--- config.mk ---
export PLATFORM = sky130hd
export DESIGN_NAME = uart_tx_scheduler
export DESIGN_NICKNAME = d
export VERILOG_FILES = /design/src/rtl/uart_tx_scheduler.sv
export SDC_FILE = /design/constraint.sdc
export NUM_CORES = 1
export LEC_CHECK = 0
export BUFFER_PORTS_ARGS = -buffer_cell sky130_fd_sc_hd__buf_4
export CORE_AREA = 2 2 81 83
export CTS_BUF_LIST = sky130_fd_sc_hd__clkbuf_4 sky130_fd_sc_hd__clkbuf_8 sky130_fd_sc_hd__clkbuf_16
export CTS_CLUSTER_DIAMETER = 150
export DETAILED_ROUTE_END_ITERATION = 7
export DIE_AREA = 0 0 83 85
export PLACE_DENSITY = 0.83
export SLEW_MARGIN = 20
export SYNTH_ARGS = -nofsm -noshare
export SYNTH_HDL_FRONTEND = slang
export SYNTH_SLANG_ARGS = --single-unit
--- constraint.sdc ---
create_clock -name clk -period 4.82 [get_ports clk]
set_input_delay 1.205 -clock clk [delete_from_list [all_inputs] [get_ports clk]]
set_output_delay 1.205 -clock clk [all_outputs]
set_load 0.1 [all_outputs]
--- src/rtl/uart_tx_scheduler.sv ---
// uart_tx_scheduler: byte FIFO in front of a one-entry output register that
// feeds a UART transmitter. Store requests arrive already qualified from the
// memory-map decode; a store to a full FIFO raises stall_req so the pipeline
// re-presents it later.
// Optional feature macro: UART_TX_LEVEL_EN exposes FIFO occupancy on 'level'.
// Without it, 'level' is tied to zero.
module uart_tx_scheduler #(
  parameter int DEPTH = 8,
  parameter int AW    = 3
) (
  input  logic          clk,
  input  logic          rst,
  input  logic          wr_valid,
  input  logic [7:0]    wr_data,
  output logic          stall_req,
  output logic [7:0]    tx_data,
  output logic          tx_valid,
  input  logic          tx_ready,
  output logic          tx_idle,
  output logic [AW:0]   level
);

  typedef enum logic {
    EMPTY = 1'b0,
    HOLD  = 1'b1
  } txState_t;

  txState_t        r_state;
  txState_t        w_stateNext;

  logic [7:0]      r_mem [DEPTH];
  logic [AW-1:0]   r_wrPtr;
  logic [AW-1:0]   r_rdPtr;
  logic [AW:0]     r_count;
  logic [7:0]      r_txData;

  logic            w_full;
  logic            w_notEmpty;
  logic            w_push;
  logic            w_pop;

  // Fullness is judged on the registered count, so a same-cycle pop never
  // frees a slot for the write that is presented in that cycle.
  assign w_full     = (r_count == (AW+1)'(DEPTH));
  assign w_notEmpty = (r_count != '0);
  assign w_push     = wr_valid & ~w_full;

  assign stall_req  = wr_valid & w_full;
  assign tx_valid   = (r_state == HOLD);
  assign tx_data    = r_txData;
  assign tx_idle    = ~w_notEmpty & ~tx_valid;

`ifdef UART_TX_LEVEL_EN
  assign level = r_count;
`else
  assign level = '0;
`endif

  // Output register control: load the FIFO head whenever the register is
  // empty or its current byte is being taken, giving back-to-back transfers.
  always_comb begin
    w_stateNext = r_state;
    w_pop       = 1'b0;
    case (r_state)
      EMPTY: begin
        if (w_notEmpty) begin
          w_pop       = 1'b1;
          w_stateNext = HOLD;
        end
      end
      HOLD: begin
        if (tx_ready) begin
          if (w_notEmpty) begin
            w_pop = 1'b1;
          end else begin
            w_stateNext = EMPTY;
          end
        end
      end
      default: begin
        w_stateNext = EMPTY;
      end
    endcase
  end

  // State register for the output-register FSM.
  always_ff @(posedge clk) begin
    if (rst) begin
      r_state <= EMPTY;
    end else begin
      r_state <= w_stateNext;
    end
  end

  // Output byte register: only changes when a new head is loaded, so the
  // byte stays stable while the transmitter is not ready.
  always_ff @(posedge clk) begin
    if (rst) begin
      r_txData <= 8'h00;
    end else if (w_pop) begin
      r_txData <= r_mem[r_rdPtr];
    end
  end

  // FIFO storage is deliberately left uninitialised on reset; the pointers
  // and count alone define which entries are live.
  always_ff @(posedge clk) begin
    if (w_push) begin
      r_mem[r_wrPtr] <= wr_data;
    end
  end

  // Pointers and occupancy; DEPTH is a power of two so pointers wrap
  // naturally at DEPTH-1.
  always_ff @(posedge clk) begin
    if (rst) begin
      r_wrPtr <= '0;
      r_rdPtr <= '0;
      r_count <= '0;
    end else begin
      if (w_push) begin
        r_wrPtr <= r_wrPtr + AW'(1);
      end
      if (w_pop) begin
        r_rdPtr <= r_rdPtr + AW'(1);
      end
      case ({w_push, w_pop})
        2'b10:   r_count <= r_count + (AW+1)'(1);
        2'b01:   r_count <= r_count - (AW+1)'(1);
        default: r_count <= r_count;
      endcase
    end
  end

endmodule
==> results.toml, run 1 <==
[placement]
globalplace.congestion = 0.742
dp_cells = 296
portBuffers = 22
dp_hpwl_mm = 3.70

[final_layout]
num_antenna_cells = 0
instances_no_fill = 312
layout-drive-gt1-share_pct = 28.1
fin_nets = 247
fill_cells = 459
syn_to_final_growth_pct = 12.6

[sta]
hold_viol = 0
tightest_slew_ns = 0.889
fin_tns_setup_ns = 0
layout_worst_path_cycle_share_pct = 62.6
skew_ns = 0.0122
drv_slew = 0
holdWs_ns = 0.496
fmax_ghz = 0.331
period_minus_slack_ns = 3.02
setup_viol = 0
rsz0062_at_grt = "no"
slew_headroom_pct = 40.4

[yosys]
ys_types = 33
syn_area_sq_um = 3300
synth_seq_cells = 83
ys_async_sr_fraction_pct = 0
synth_edf_count = 64
yosysMostFrequentCell = "edfxtp_1"
synth_area_leader_cell = "edfxtp_1"
syn_inst = 202
synth_ff_type = "edfxtp_1"
avgSynthCellArea_sq_um = 16.3
ys_top_cells_by_area = "edfxtp_1 58%, dfxtp_1 12%, mux4_2 11%, nor2_1 2.4%, ha_1 1.9%"
synth_top_area_share_pct = 58.3
seq_area_frac_synth_pct = 69.8
synth_common_cells = "64 x edfxtp_1, 21 x nor2_1, 19 x dfxtp_1"
yosysWarnings = 0

[power]
leakagePower_nw = 1.30
ir_drop_uv = 635
powerDensity_nw_per_um2 = 650

[setup_path]
critPathLaunchType = "flop"
critPathArrivalTime_ns = 1.81
reg2reg_depth = 6
slowest_delay_ns = 0.65
worst_ep_required_time_ns = 3.62
cp-end-kind = "output port"
rr_startpoint = "r_count[0]"
crit_chain = "or4_1 -> nor2_1 -> buf_4"
rrSetupSlack_ns = 2.15
r2r-end = "r_count[3]"
cp_max_fo = 6
crit_slowest_cell = "or4_1"
criticalPathCategory = "flop to output port"

[grt]
grt_pass1_wl_mm = 9.10
grt-ovfl-total = 0
antenna_found_initial = 0
grt_pass1_vias = 1797
grt_max_degree = 21
grt_util_all_layers_pct = 17.6

[floorplanning]
core_area_sq_um = 6200
io_pins = 27
die_w_microns = 83
fp.dieH_microns = 85
start_util_pct = 53.2
rows = 29
die_area_sq_um = 7060

[route]
drtIter0Drc = 156
wire_per_inst_microns = 18.4
vias = 1755
wl_mm = 5.74
drtAntennaViolNets = 0
drtPass1Iterations = 4
avgViaCountPerCell = 5.63
drc = 0

[cts]
cts_tree = "done"
cts_resized = 0
clkTransAtPathRegs_ns = 0.08
numClockSinks = 83
root_buffer = "clkbuf_8"
clk_latency_ns = 0.35
cts_buffers = 9
h-tree-depth = 3
clk_path_buf_depth = 2
hold_buffers = 0
post_cts_buffers = 0

[worst_hold_path]
hold_class = "flop to flop"
hold_depth = 2
worstHoldStart = "tx_data[0]"
hold_end = "tx_data[0]"

[job]
drv_cap = 0

[outcome]
status = "finished, final reports clean"
==> layout by cell type, fill, tap and decap left out, drive strengths merged, types with 2 or more instances in the layout <==
master | netlist | layout
clkbuf | 4 | 9
nor3 | 12 | 12
dfxtp | 19 | 19
xnor2 | 2 | 2
ha | 5 | 5
nand2b | 3 | 3
edfxtp | 64 | 64
o22ai | 8 | 8
nor2b | 4 | 4
buf | 9 | 27
nand3 | 6 | 6
a21oi | 5 | 5
conb | 1 | 4
mux4 | 16 | 16
nand2 | 3 | 3
nor2 | 21 | 21
or3 | 2 | 2
inv | 3 | 7
mux2i | 2 | 2
xor2 | 5 | 5
clkinv | 0 | 2
==> power breakdown <==
group | internal [mW] | switching [mW] | total (mW)
Sequential | 0.864 | 0.0804 | 0.944
Combinational | 0.339 | 0.665 | 1.00
Clock | 0.196 | 0.269 | 0.465
Total | 1.40 | 1.01 | 2.41
==> state kept, by name (all words and copies together), names as in the netlist <==
signal	flops
tx_data	8
r_wrPtr	3
r_rdPtr	3
r_mem	64
r_count	4
tx_valid	1
==> per-stage QoR <==
stage          worst slack (ns)  utilization (%)  power (mW)  instance area (sq um)
4_1_cts                    1.78             59.9        2.43                   3710
3_5_place_dp               1.61             56.9        1.97                   3530
6_report                   1.80             59.9        2.41                   3710
3_3_place_gp               1.68             56.9        1.94                   3530
5_1_grt                    1.68             59.9        2.54                   3710
2_1_floorplan              1.13                -        1.79                   3310
==> worst max path at each step <==
stage	from	to	slack [ns]	cells after the start
after global routing	r_count[0]	tx_idle	1.68	3
after floorplan	wr_valid	stall_req	1.13	2
final	r_count[0]	tx_idle	1.80	3
after detailed placement	tx_ready	r_count[3]	1.61	7
after global placement	tx_ready	r_count[3]	1.68	7
after CTS	r_count[0]	tx_idle	1.78	3
==> area by class of cell <==
type | instances | area (sq um) | share of cell area (%)
Inverter | 3 | 11.3 | 0.303
Tap cell | 77 | 96.3 | 2.59
Clock buffer | 9 | 124 | 3.33
Sequential cell | 83 | 2300 | 62.0
Multi-Input combinational cell | 106 | 920 | 24.8
Timing Repair Buffer | 27 | 203 | 5.46
Clock inverter | 7 | 58.8 | 1.58
==> critical path, delay by kind of cell (launching register included) <==
kind / cells / cell delay [ns]
buffers and inverters: 1 / 0.30
DFF: 1 / 0.37
and+or+nand+nor: 2 / 0.79
==> logic make-up after synthesis <==
logic type / share of synthesized area (%)
buf+inv: 2.81
flops: 69.8
xor+xnor: 2.09
compound gates: 2.88
mux: 11.9
simple gates: 8.54
fa+ha+maj: 1.90
other cells: 0.114
==> per-layer routing <==
metal / part of all wire, % / routed length [microns] / vias up / GRT usage [%]
li1: - / - / 822 / -
met1: 41 / 2340 / 868 / 20.5
met2: 51 / 2930 / 48 / 29.9
met3: 5.0 / 288 / 17 / 3.70
met4: 3.2 / 183 / 0 / 11.2
met5: 0 / 0 / - / 0
(Power assumes the default switching activity.)
==> run 2: changes to the inputs <==
ABC_AREA = 1   (was default)
CORE_AREA = 2 2 86 88   (was 2 2 81 83)
DIE_AREA = 0 0 88 90   (was 0 0 83 85)
PLACE_DENSITY = 0.82   (was 0.83)
clock period = 2.85 ns   (was 4.82 ns; I/O delays follow)
==> run 2 against run 1 <==
Worst hold slack worse by 0.019 ns. Area after synthesis up 14%. Clock-buffer cell count up 3. Via count up 49%. Synthesized cell count up 92%. First-iteration DRC count down 10%. Global-route usage up 3.2 points. Critical endpoint is now stall_req. Clock skew down 0.0060 ns.
==> results.toml, run 2 <==
[final_layout]
fin_nets = 434
instances_no_fill = 521
syn_to_final_growth_pct = 12.3
num_antenna_cells = 0
layout_common_cells = "79 x inv_1, 79 x nand2_1, 64 x edfxtp_1, 62 x nand3_1, 32 x buf_4"
top_register = "r_mem"
layout-drive-gt1-share_pct = 14.7
stdcell_area_sq_um = 4210
post-route-util_pct = 59.9
largest_reg_flops = 64

[sta]
skew_ns = 0.00617
holdWs_ns = 0.477
setup_viol = 0
fmax_ghz = 0.453
tightest_slew_ns = 0.715
layout_worst_path_cycle_share_pct = 77.5
period_minus_slack_ns = 2.21
drv_slew = 0
rsz0062_at_grt = "no"
hold_viol = 0
slew_headroom_pct = 52.2
setup_slack_ns = 0.642
fin_tns_setup_ns = 0

[cts]
root_buffer = "clkbuf_8"
h-tree-depth = 3
cts_buffers = 9
clk_path_buf_depth = 2
cts_tree = "done"
clk_latency_ns = 0.34
post_cts_buffers = 0
hold_buffers = 0
clkTransAtPathRegs_ns = 0.08
numClockSinks = 83
cts_resized = 0

[route]
wl_mm = 7.68
drtPass1Iterations = 4
drtAntennaViolNets = 0
avgViaCountPerCell = 5.02
drc = 0
drtIter0Drc = 140
vias = 2615
wire_per_inst_microns = 14.7

[grt]
grt_util_all_layers_pct = 20.8
grt-ovfl-total = 0
grt_pass1_vias = 2569
grt_pass1_wl_mm = 12.4
antenna_found_initial = 0
grt_max_degree = 35

[power]
leakagePower_nw = 1.88
pwr-share-clk_pct = 22.3
p_switching_mw = 1.81
swShare_pct = 42.6
ir_drop_uv = 697
p_int_mw = 2.44
powerDensity_nw_per_um2 = 1010
power_mw = 4.26
power_frac_comb_pct = 39.7
pwr-share-seq_pct = 38.0

[yosys]
syn_area_sq_um = 3740
synth_common_cells = "79 x inv_1, 79 x nand2_1, 64 x edfxtp_1"
seq_area_frac_synth_pct = 61.5
ys_types = 25
ys_async_sr_fraction_pct = 0
avgSynthCellArea_sq_um = 9.65
synth_top_area_share_pct = 51.3
synth_seq_cells = 83
syn_inst = 388
synth_area_leader_cell = "edfxtp_1"
ys_top_cells_by_area = "edfxtp_1 51%, dfxtp_1 10%, nand3_1 8.3%, inv_1 7.9%, nand2_1 7.9%"
synth_ff_type = "edfxtp_1"
yosysWarnings = 0
synth_edf_count = 64

[setup_path]
crit_slowest_cell = "dfxtp_1"
cp-end-kind = "output port"
slowest_delay_ns = 0.37
worst_ep_required_time_ns = 2.14
reg2reg_depth = 12
crit_family = "simple AND/OR/NAND/NOR gates"
rrSetupSlack_ns = 0.81
r2r-end = "r_count[2]"
rr_startpoint = "r_count[0]"
worst-path-buf-inv = 1
critPathArrivalTime_ns = 1.50
criticalPathCategory = "flop to output port"
critPathLaunchType = "flop"
cp_max_fo = 4
crit_chain = "nor2_2 -> nand3_1 -> nor2_1 -> buf_4"

[worst_hold_path]
hold_end = "tx_data[3]"
hold_class = "flop to flop"
worstHoldStart = "tx_data[3]"
hold_depth = 2

[floorplanning]
start_util_pct = 53.3
fp.dieH_microns = 90
die_w_microns = 88
die_area_sq_um = 7920
io_pins = 27
core_area_sq_um = 7020
rows = 31

[placement]
dp_cells = 505
dpl_worst_slack_ns = 0.389
placed_area_sq_um = 3980
portBuffers = 22
dp_hpwl_mm = 4.91
globalplace.congestion = 0.813

[outcome]
status = "finished, final reports clean"

[job]
drv_cap = 0
[run 2: how the worst max path moves through the flow]
stage,startpoint,to,slack (ns),depth (start not counted)
after global placement,tx_ready,r_count[2],0.46,12
after detailed placement,tx_ready,r_count[2],0.39,12
after floorplan,tx_valid,tx_idle,0.08,1
after global routing,r_count[0],r_count[2],0.48,12
final,r_count[0],stall_req,0.64,4
after CTS,r_count[0],stall_req,0.63,4
[run 2: per-layer routing]
layer  vias to the layer above  GRT usage (%)  wire [microns]
met5                         -              0               0
met4                         0           8.97             149
met3                        17           5.23             518
met2                        94           33.1            3850
met1                      1217           26.7            3160
li1                       1287              -               -
[run 2: cell families (layout without fill, tap and decap cells)]
| family | after synthesis | after routing | synth area share (%) |
|---|---|---|---|
| AOI/OAI and AO/OA | 24 | 24 | 3.21 |
| DFF | 83 | 83 | 61.5 |
| xor gates and xnor gates | 3 | 3 | 0.702 |
| adders and majority gates | 5 | 5 | 1.67 |
| buffers and inverters | 100 | 131 | 12.3 |
| other | 1 | 4 | 0.100 |
| and+or+nand+nor | 172 | 172 | 20.6 |
[run 2: power groups by stage]
stage	Combinational (mW)	Clock (mW)	Sequential [mW]
after floorplan	1.03	0	1.99
after global placement	1.63	0	1.64
after detailed placement	1.68	0	1.64
after CTS	1.69	0.957	1.62
after global routing	1.84	1.00	1.64
final	1.69	0.948	1.62
[run 2: worst min-delay path, stage by stage, from the launching register on]
cell     delay, ns
dfxtp_1       0.32
nand2_1       0.06
a21oi_1       0.06
[run 2: layout make-up]
| type | count | area [sq um] |
|---|---|---|
| clock buffer | 12 | 153 |
| inverter | 83 | 319 |
| fill | 571 | 2820 |
| sequential | 83 | 2300 |
| tap | 99 | 124 |
| timing repair buffer | 32 | 240 |
| multi-input combinational | 208 | 995 |
| clock inverter | 4 | 72.6 |
==> run 3: changes to the inputs <==
ABC_AREA = 0   (was 1)
CORE_AREA = 2 2 82 84   (was 2 2 86 88)
DIE_AREA = 0 0 84 86   (was 0 0 88 90)
PLACE_DENSITY = 0.84   (was 0.82)
clock period = 1.8 ns   (was 2.85 ns; I/O delays follow)
==> run 3 against run 2 <==
Sequential power increased by 53%. Setup slack got worse by 1.0 ns. Sequential share of layout area increased by 1.5 points. Via count decreased by 29%. Power increased by 74%. Utilization increased by 5.5 points. Largest cell class unchanged. Worst hold slack got worse by 0.15 ns. First-iteration DRC count decreased by 0.71%. Final cell count decreased by 37%. The run now ends with setup timing left. Non-clock buffer count increased by 13. Final area decreased by 2.4%.
==> results.toml, run 3 (synthesis results as in run 1) <==
[outcome]
status = "finished with violations"
violations = "setup timing"

[final_layout]
layout-drive-gt1-share_pct = 40.3
fin_nets = 265
mostFrequentLayoutCell = "edfxtp_1"
instances_no_fill = 330
largest_reg_flops = 64
layout_common_cells = "64 x edfxtp_1, 35 x buf_4, 16 x mux4_2, 16 x nor2_1, 16 x dfxtp_1"
syn_to_final_growth_pct = 24.5
fill_cells = 434
stdcell_area_sq_um = 4110
num_antenna_cells = 0
top_register = "r_mem"

[sta]
fin_tns_setup_ns = -1.53
period_minus_slack_ns = 2.21
drv_slew = 0
setup_slack_ns = -0.408
skew_ns = 0.00618
fmax_ghz = 0.453
setup_viol = 5
hold_viol = 0
rsz0062_at_grt = "yes"
layout_worst_path_cycle_share_pct = 123

[placement]
placed_area_sq_um = 3800
dp_hpwl_mm = 3.97
portBuffers = 22
globalplace.congestion = 0.775
dp_cells = 313
dpl_worst_slack_ns = -0.421

[setup_path]
slowest_delay_ns = 0.53
crit_family = "simple AND/OR/NAND/NOR gates"
crit_slowest_cell = "or4_4"
cp_common_cell = "a21oi_2"
cp_max_fo = 3
worst_ep_required_time_ns = 2.09
worst-path-buf-inv = 0
critPathLaunchType = "flop"
criticalPathCategory = "flop to flop"
cp-end-kind = "flop"
critPathArrivalTime_ns = 2.50
crit_chain = "or4_4 -> and2_4 -> ha_4 -> xor2_2 -> ha_2 -> a21oi_2 -> xor2_1 -> or3_1 -> a21oi_2"

[job]
drv_cap = 0

[floorplanning]
die_w_microns = 84
start_util_pct = 52.5
rows = 29
core_area_sq_um = 6280
die_area_sq_um = 7220
fp.dieH_microns = 86
io_pins = 27

[grt]
grt-ovfl-total = 0
grt_max_degree = 21
antenna_found_initial = 0
grt_util_all_layers_pct = 19.0
grt_pass1_wl_mm = 10.0
grt_pass1_vias = 1832

[cts]
h-tree-depth = 3
cts_buffers = 9
clkTransAtPathRegs_ns = 0.08
numClockSinks = 83
clk_latency_ns = 0.35
clk_path_buf_depth = 2
root_buffer = "clkbuf_8"
cts_tree = "done"

[route]
avgViaCountPerCell = 5.60
drtAntennaViolNets = 0
vias = 1849
drtIter0Drc = 139
wl_mm = 6.22
drtPass1Iterations = 4
wire_per_inst_microns = 18.9
drc = 0

[power]
ir_drop_uv = 1540
leakagePower_nw = 1.43
powerDensity_nw_per_um2 = 1800
power_mw = 7.40

[worst_hold_path]
hold_class = "input port to flop"
-- run 3: cell count changes in the layout (fill, tap and decap cells not counted), moves of 8 or more --
cell,change
a21oi_1,-12
buf_12,+9
inv_1,-76
mux4_2,+16
nand2_1,-77
nand3_1,-59
nor3_1,+11
o21ai_0,-8
o22ai_1,+8
-- run 3: layout make-up --
| cell class | instances | area (sq um) | share of cell area [%] |
|---|---|---|---|
| clock inverter | 7 | 75.1 | 1.83 |
| sequential | 83 | 2310 | 56.2 |
| inverter | 3 | 11.3 | 0.274 |
| clock buffer | 9 | 124 | 3.02 |
| multi-input combinational | 106 | 1040 | 25.3 |
| tap | 77 | 96.3 | 2.35 |
| timing repair buffer | 45 | 454 | 11.1 |
-- run 3: stage by stage --
stage / utilization [%] / hold WS [ns]
2_1_floorplan: - / 0.498
3_3_place_gp: 60.6 / 0.477
3_5_place_dp: 60.6 / 0.480
4_1_cts: 65.1 / 0.318
5_1_grt: 65.4 / 0.318
6_report: 65.4 / 0.329
-- run 3: worst register-to-register path, cell delays in order (launching register included) --
cell,delay (ns)
dfxtp_2,0.34
or4_4,0.53
and2_4,0.18
ha_4,0.16
xor2_2,0.14
ha_2,0.18
a21oi_2,0.11
xor2_1,0.08
or3_1,0.32
a21oi_2,0.11
-- run 3: power by group --
group	internal (mW)	leakage, nW	total, mW	switching, mW
Clock	0.653	0.0996	1.33	0.673
Combinational	1.49	0.592	3.59	2.10
Sequential	2.32	0.739	2.48	0.155
Total	4.46	1.43	7.40	2.93
-- run 3: path summary, 6_finish.rpt --
path	from	slack, ns	cells past startpoint	end
max	r_count[0]	-0.41	9	r_count[2]
min	wr_data[4]	0.33	1	r_mem[5][4]
max reg2reg	r_count[0]	-0.41	9	r_count[2]
min reg2reg	tx_data[7]	0.49	2	tx_data[7]
-- run 3: repair_timing --
item                                   4_1_cts  5_1_grt
endpoints found under the hold margin        0        0
buffers inserted                             1        0
pin swaps                                    5        3
gates resized for setup                     20        3
setup endpoints to repair                   29       13
hold buffers                                 0        0
-- run 3: metal layers --
metal / vias to the layer above / GRT usage, % / part of all wire (%)
li1: 863 / - / -
met1: 927 / 26.3 / 45
met2: 49 / 29.5 / 49
met3: 10 / 5.39 / 4.5
met4: 0 / 6.45 / 1.8
met5: - / 0 / 0
